===== config.mk =====
export PLATFORM = sky130hd
export DESIGN_NAME = lbdr_pkt
export DESIGN_NICKNAME = d
export VERILOG_FILES = /design/src/rtl/lbdr_pkg.sv /design/src/rtl/lbdr_route_comb.sv /design/src/rtl/lbdr_pkt.sv
export SDC_FILE = /design/constraint.sdc
export NUM_CORES = 1
export LEC_CHECK = 0
export CORE_AREA = 5 5 64 66
export DETAILED_ROUTE_END_ITERATION = 6
export DIE_AREA = 0 0 69 71
export GPL_ROUTABILITY_DRIVEN = 0
export PLACE_DENSITY = 0.68
export SETUP_SLACK_MARGIN = 0.05
export SYNTH_ARGS = -nofsm -noshare
export SYNTH_HDL_FRONTEND = slang
export SYNTH_SLANG_ARGS = --single-unit
export TNS_END_PERCENT = 20

===== constraint.sdc =====
create_clock -name clk -period 5.4 [get_ports clk]
set_input_delay 0.81 -clock clk [delete_from_list [all_inputs] [get_ports clk]]
set_output_delay 0.81 -clock clk [all_outputs]
set_load 0.01 [all_outputs]

===== src/rtl/lbdr_pkg.sv =====
// Shared constants and types for the packet-aware LBDR routing unit:
// flit types, output-port indices, FSM states and configuration bit positions.
package lbdr_pkg;

  localparam logic [2:0] FLIT_HEADER = 3'b001;
  localparam logic [2:0] FLIT_BODY   = 3'b010;
  localparam logic [2:0] FLIT_TAIL   = 3'b100;

  typedef enum logic [1:0] {
    PORT_N = 2'd0,
    PORT_E = 2'd1,
    PORT_W = 2'd2,
    PORT_S = 2'd3
  } port_e;

  typedef enum logic {
    ST_IDLE   = 1'b0,
    ST_ACTIVE = 1'b1
  } state_e;

  // Rxy bit positions
  localparam int R_NE = 0;
  localparam int R_NW = 1;
  localparam int R_EN = 2;
  localparam int R_ES = 3;
  localparam int R_WN = 4;
  localparam int R_WS = 5;
  localparam int R_SE = 6;
  localparam int R_SW = 7;

  // Cx bit positions (also the N/E/W/S bit positions of a route vector)
  localparam int C_N = 0;
  localparam int C_E = 1;
  localparam int C_W = 2;
  localparam int C_S = 3;

  // Route vector bit for the local port
  localparam int ROUTE_L = 4;

  localparam logic [7:0] RXY_DEFAULT      = 8'h3C;
  localparam logic [3:0] CX_DEFAULT       = 4'hF;
  localparam int         CUR_ADDR_DEFAULT = 5;

  function automatic logic [4:0] port_onehot(input port_e p);
    return 5'b00001 << p;
  endfunction

endpackage


===== src/rtl/lbdr_route_comb.sv =====
// Combinational LBDR route computation: coordinate comparators, port equations
// and N>E>W>S priority. LBDR_DEROUTE_EN enables the fallback deroute port.
module lbdr_route_comb
  import lbdr_pkg::*;
#(
  parameter int ADDR_W = 2
) (
  input  logic [2*ADDR_W-1:0] cur_addr_i,
  input  logic [2*ADDR_W-1:0] dst_addr_i,
  input  logic [7:0]          rxy_i,
  input  logic [3:0]          cx_i,
  input  logic [1:0]          dr_i,
  output logic [4:0]          route_o,
  output logic                no_route_o
);

  logic [ADDR_W-1:0] x_cur, y_cur, x_dst, y_dst;
  logic              n1, s1, e1, w1, local_hit;
  logic [3:0]        min_raw;

  assign x_cur = cur_addr_i[ADDR_W-1:0];
  assign y_cur = cur_addr_i[2*ADDR_W-1:ADDR_W];
  assign x_dst = dst_addr_i[ADDR_W-1:0];
  assign y_dst = dst_addr_i[2*ADDR_W-1:ADDR_W];

  assign n1 = y_dst < y_cur;
  assign s1 = y_cur < y_dst;
  assign e1 = x_cur < x_dst;
  assign w1 = x_dst < x_cur;

  assign min_raw[C_N] = ((n1 & ~e1 & ~w1) | (n1 & e1 & rxy_i[R_NE]) | (n1 & w1 & rxy_i[R_NW])) & cx_i[C_N];
  assign min_raw[C_E] = ((e1 & ~n1 & ~s1) | (e1 & n1 & rxy_i[R_EN]) | (e1 & s1 & rxy_i[R_ES])) & cx_i[C_E];
  assign min_raw[C_W] = ((w1 & ~n1 & ~s1) | (w1 & n1 & rxy_i[R_WN]) | (w1 & s1 & rxy_i[R_WS])) & cx_i[C_W];
  assign min_raw[C_S] = ((s1 & ~e1 & ~w1) | (s1 & e1 & rxy_i[R_SE]) | (s1 & w1 & rxy_i[R_SW])) & cx_i[C_S];

  assign local_hit = ~n1 & ~e1 & ~w1 & ~s1;

`ifndef LBDR_DEROUTE_EN
  logic unused_dr;
  assign unused_dr = ^dr_i;
`endif

  always_comb begin
    route_o    = '0;
    no_route_o = 1'b0;
    if (local_hit) begin
      route_o[ROUTE_L] = 1'b1;
    end else if (min_raw[C_N]) begin
      route_o = port_onehot(PORT_N);
    end else if (min_raw[C_E]) begin
      route_o = port_onehot(PORT_E);
    end else if (min_raw[C_W]) begin
      route_o = port_onehot(PORT_W);
    end else if (min_raw[C_S]) begin
      route_o = port_onehot(PORT_S);
    end else begin
`ifdef LBDR_DEROUTE_EN
      if (cx_i[dr_i]) begin
        route_o = port_onehot(port_e'(dr_i));
      end else begin
        no_route_o = 1'b1;
      end
`else
      no_route_o = 1'b1;
`endif
    end
  end

endmodule


===== src/rtl/lbdr_pkt.sv =====
// Packet-aware LBDR unit: configuration registers and the IDLE/ACTIVE route-hold
// FSM around lbdr_route_comb. Optional deroute path: LBDR_DEROUTE_EN.
module lbdr_pkt
  import lbdr_pkg::*;
#(
  parameter int ADDR_W = 2
) (
  input  logic                clk,
  input  logic                rst,
  input  logic [7:0]          Rxy_rst,
  input  logic [3:0]          Cx_rst,
  input  logic [2*ADDR_W-1:0] cur_addr_rst,
  input  logic [1:0]          dr_rst,
  input  logic                empty,
  input  logic [2:0]          flit_id,
  input  logic [2*ADDR_W-1:0] dst_addr,
  input  logic                read_en,
  output logic                Nport,
  output logic                Eport,
  output logic                Wport,
  output logic                Sport,
  output logic                Lport,
  output logic                busy,
  output logic                route_err,
  output logic                pkt_err
);

  localparam int AW2 = 2 * ADDR_W;
  localparam logic [AW2-1:0] CUR_DEF = AW2'(CUR_ADDR_DEFAULT);

  // Config is stored XORed with its default, so an all-zero power-up state
  // decodes to the default configuration before the first reset.
  logic [7:0]     rxy_x_q;
  logic [3:0]     cx_x_q;
  logic [AW2-1:0] cur_x_q;
  logic [1:0]     dr_q;

  logic [7:0]     rxy;
  logic [3:0]     cx;
  logic [AW2-1:0] cur_addr;

  state_e     state_q, state_d;
  logic [4:0] ports_q, ports_d;
  logic       route_err_q, route_err_d;
  logic       pkt_err_q, pkt_err_d;

  logic [4:0] route;
  logic       no_route;

  assign rxy      = rxy_x_q ^ RXY_DEFAULT;
  assign cx       = cx_x_q ^ CX_DEFAULT;
  assign cur_addr = cur_x_q ^ CUR_DEF;

  lbdr_route_comb #(.ADDR_W(ADDR_W)) u_route (
    .cur_addr_i (cur_addr),
    .dst_addr_i (dst_addr),
    .rxy_i      (rxy),
    .cx_i       (cx),
    .dr_i       (dr_q),
    .route_o    (route),
    .no_route_o (no_route)
  );

  always_comb begin
    state_d     = state_q;
    ports_d     = ports_q;
    route_err_d = 1'b0;
    pkt_err_d   = 1'b0;
    unique case (state_q)
      ST_IDLE: begin
        if (!empty) begin
          if (flit_id == FLIT_HEADER) begin
            if (no_route) begin
              route_err_d = 1'b1;
            end else begin
              ports_d = route;
              state_d = ST_ACTIVE;
            end
          end else if (flit_id == FLIT_BODY || flit_id == FLIT_TAIL) begin
            pkt_err_d = 1'b1;
          end
        end
      end
      ST_ACTIVE: begin
        if (!empty) begin
          if (flit_id == FLIT_HEADER) begin
            // Missing TAIL: the new header takes over the port.
            pkt_err_d = 1'b1;
            if (no_route) begin
              route_err_d = 1'b1;
              ports_d     = '0;
              state_d     = ST_IDLE;
            end else begin
              ports_d = route;
            end
          end else if (flit_id == FLIT_TAIL && read_en) begin
            ports_d = '0;
            state_d = ST_IDLE;
          end
        end
      end
      default: begin
        ports_d = '0;
        state_d = ST_IDLE;
      end
    endcase
  end

  always_ff @(posedge clk) begin
    if (rst) begin
      rxy_x_q     <= Rxy_rst ^ RXY_DEFAULT;
      cx_x_q      <= Cx_rst ^ CX_DEFAULT;
      cur_x_q     <= cur_addr_rst ^ CUR_DEF;
      dr_q        <= dr_rst;
      state_q     <= ST_IDLE;
      ports_q     <= '0;
      route_err_q <= 1'b0;
      pkt_err_q   <= 1'b0;
    end else begin
      state_q     <= state_d;
      ports_q     <= ports_d;
      route_err_q <= route_err_d;
      pkt_err_q   <= pkt_err_d;
    end
  end

  assign Nport     = ports_q[C_N];
  assign Eport     = ports_q[C_E];
  assign Wport     = ports_q[C_W];
  assign Sport     = ports_q[C_S];
  assign Lport     = ports_q[ROUTE_L];
  assign busy      = (state_q == ST_ACTIVE);
  assign route_err = route_err_q;
  assign pkt_err   = pkt_err_q;

endmodule


==> flow_metrics.tcl <==
set metrics [dict create \
    yosys_register_bits 24 \
    path_clk_slew_ns 0.12 \
    seq_area_frac_synth 0.554 \
    crit_arrival_ns 3.10 \
    port-buffer-count 34 \
    slowest_delay_ns 0.61 \
    dp_hpwl_um 1780 \
    antenna_cells 0 \
    core_um2 3520 \
    ys_warn_count 0 \
    cts_tree "done" \
    gr-total-overflow 0 \
    max_slew_margin 0.585 \
    rows 22 \
    r2r_start "cur_x_q[3]$_DFFE_PP_" \
    synth_edf_count 16 \
    synth_area_um2 1160 \
    fp.dieArea_um2 4900 \
    route.detailed.drc 0 \
    hold_buffers 0 \
    start_util 0.328 \
    irDropWorstVdd_v 0.000164 \
    viasPerCell 4.57 \
    clock_path_buffers 2 \
    post_cts_buffers 0 \
    num_vias 878 \
    root_buffer "clkbuf_4" \
    nFillCells 365 \
    cap_violations 0 \
    fmax_mhz 347 \
    power_leakage_nw 0.629 \
    grt_max_degree 24 \
    postRouteAntennaNets 0 \
    setup_violations 0 \
    drive_gt1_frac 0.0694 \
    worst_hold_path.endpoint "ports_q[4]$_SDFFE_PP0P_" \
    worstHoldStart "ports_q[4]$_SDFFE_PP0P_" \
    synth_cells 105 \
    syn_nets 138 \
    async_flop_share 0 \
    critPathLaunchType "input port" \
    worstSkewPairLatency_ns 0.32 \
    routedWlPerCell_um 11.3 \
    numClockSinks 24 \
    status "completed" \
    hold_viol 0 \
    final_common_cell "clkdlybuf4s50_1" \
    worst_hold_slack_ns 0.469 \
    hold_class "reg -> reg" \
    rrSetupSlack_ns 3.08 \
    synth_cell_type_count 35 \
    dp_slack_ns 2.22 \
    drt-total-wl_um 2170 \
    timing_worst_setup_path_type "in -> reg" \
    first_iter_violations 44 \
    finClkSkew_ns 0.00578 \
    fin_crit_ns 2.88 \
    worstReg2RegEnd "ports_q[0]$_SDFFE_PP0P_" \
    cp_max_fo 4 \
    path_buf_inv 2 \
    fin_tns_setup_ns 0 \
    crit_family "compound AO/OA/AOI/OAI gates" \
    r2r_cells 7 \
    htree_levels 1 \
    syn_area_per_cell_um2 11.0 \
    p_per_area_nw_per_um2 255 \
    numCtsBuffers 3 \
    post_cts_resized 0 \
    path_cells "clkdlybuf4s50_1, inv_1, ha_1, nand2_1, a2111oi_1, a31oi_1, and3_4, a31o_4, a31o_1" \
    ys.flop_type "edfxtp_1" \
    ios 37 \
    die_y_um 71 \
    slew_violations 0 \
    tightest_slew_ns 0.621 \
    min_path_cells 2 \
    dieWidth_um 69 \
    final.setup.worst_slack_ns 2.52 \
    grt_pass1_wl_um 3720 \
    crit_slowest_cell "a2111oi_1" \
    worstPathRequired_ns 5.62 \
    crit_path_end_kind "register" \
    grt_setup_unrepaired "false" \
    antenna_found_initial 0 \
    mostFrequentLayoutCells "clkdlybuf4s50_1 (34), inv_1 (16), edfxtp_1 (16), dfxtp_1 (8), nand2_1 (7)" \
    grt_pass1_vias 902 \
    fin_nets 178 \
    drtPass1Iterations 4 \
    post-route-period-util 0.534 \
    areaGrowthSynthToFinish_pct 39.8 \
    track_usage 0.0925 \
]
where the power goes:
part | switching (W) | leakage, nW | internal [W]
registers | 0.00000406 | 0.221 | 0.000208
logic | 0.0000327 | 0.379 | 0.0000396
clock network | 0.0000537 | 0.0279 | 0.0000751
total | 0.0000905 | 0.629 | 0.000322
metrics by stage:
step | instance area (um2) | power [W] | std cells | util
floorplan | 1160 | 0.000254 | 105 | -
global placement | 1560 | 0.000287 | 188 | 0.444
detailed placement | 1560 | 0.000289 | 188 | 0.444
CTS | 1620 | 0.000418 | 192 | 0.459
global route | 1620 | 0.000433 | 192 | 0.459
finish | 1620 | 0.000413 | 192 | 0.459
layer usage:
layer | GRT usage | part of all wire | up-vias
li1 | - | - | 460
met1 | 0.0928 | 0.40 | 389
met2 | 0.173 | 0.51 | 25
met3 | 0.0426 | 0.079 | 4
met4 | 0.0239 | 0.0078 | 0
met5 | 0 | 0 | -
state kept, by name, summed over array words and instances (netlist names):
| name | flops |
|---|---|
| ports_q | 5 |
| cur_x_q | 4 |
| rxy_x_q | 8 |
| busy | 1 |
| cx_x_q | 4 |
| pkt_err | 1 |
| route_err | 1 |
logic make-up (layout without fill, tap and decap cells):
| kind of cell | after synthesis | in the layout | synth area share |
|---|---|---|---|
| compound gates | 19 | 19 | 0.126 |
| simple gates | 39 | 39 | 0.199 |
| mux | 3 | 3 | 0.0260 |
| flops | 24 | 24 | 0.554 |
| buf+inv | 16 | 55 | 0.0520 |
| fa+ha+maj | 4 | 4 | 0.0433 |
worst max path at each step:
| stage | startpoint | end | cells after the start |
|---|---|---|---|
| 2_1_floorplan | dst_addr[3] | ports_q[0]$_SDFFE_PP0P_ | 8 |
| 3_3_place_gp | dst_addr[3] | ports_q[2]$_SDFFE_PP0P_ | 9 |
| 3_5_place_dp | dst_addr[3] | ports_q[2]$_SDFFE_PP0P_ | 9 |
| 4_1_cts | dst_addr[3] | ports_q[0]$_SDFFE_PP0P_ | 9 |
| 5_1_grt | dst_addr[1] | ports_q[3]$_SDFFE_PP0P_ | 9 |
| 6_report | dst_addr[3] | ports_q[0]$_SDFFE_PP0P_ | 9 |
Yosys cell counts (3+ instances only):
master    count  area share
nor3_1        4       0.017
ha_1          4       0.043
a31oi_1       3       0.016
or3_1         4       0.022
dfxtp_1       8        0.14
inv_1        16       0.052
nand2_1       7       0.023
o211ai_1      3       0.019
nor2b_1       3       0.016
nor2_1        6       0.019
mux2i_1       3       0.026
edfxtp_1     16        0.42
a21oi_1       4       0.017
tightest hold or removal path: stages, from the launching register on:
cell and delay (ns):
dfxtp_1 0.33, nand2_1 0.05, mux2i_1 0.05
layout make-up:
class,instances,area (um2),share of cell area
clock inverter,1,30.0,0.0186
timing repair buffer,35,348,0.215
sequential,24,641,0.396
multi-input combinational,65,455,0.282
inverter,16,60.1,0.0372
tap,48,60.1,0.0372
clock buffer,3,22.5,0.0139
(Power assumes the default switching activity.)
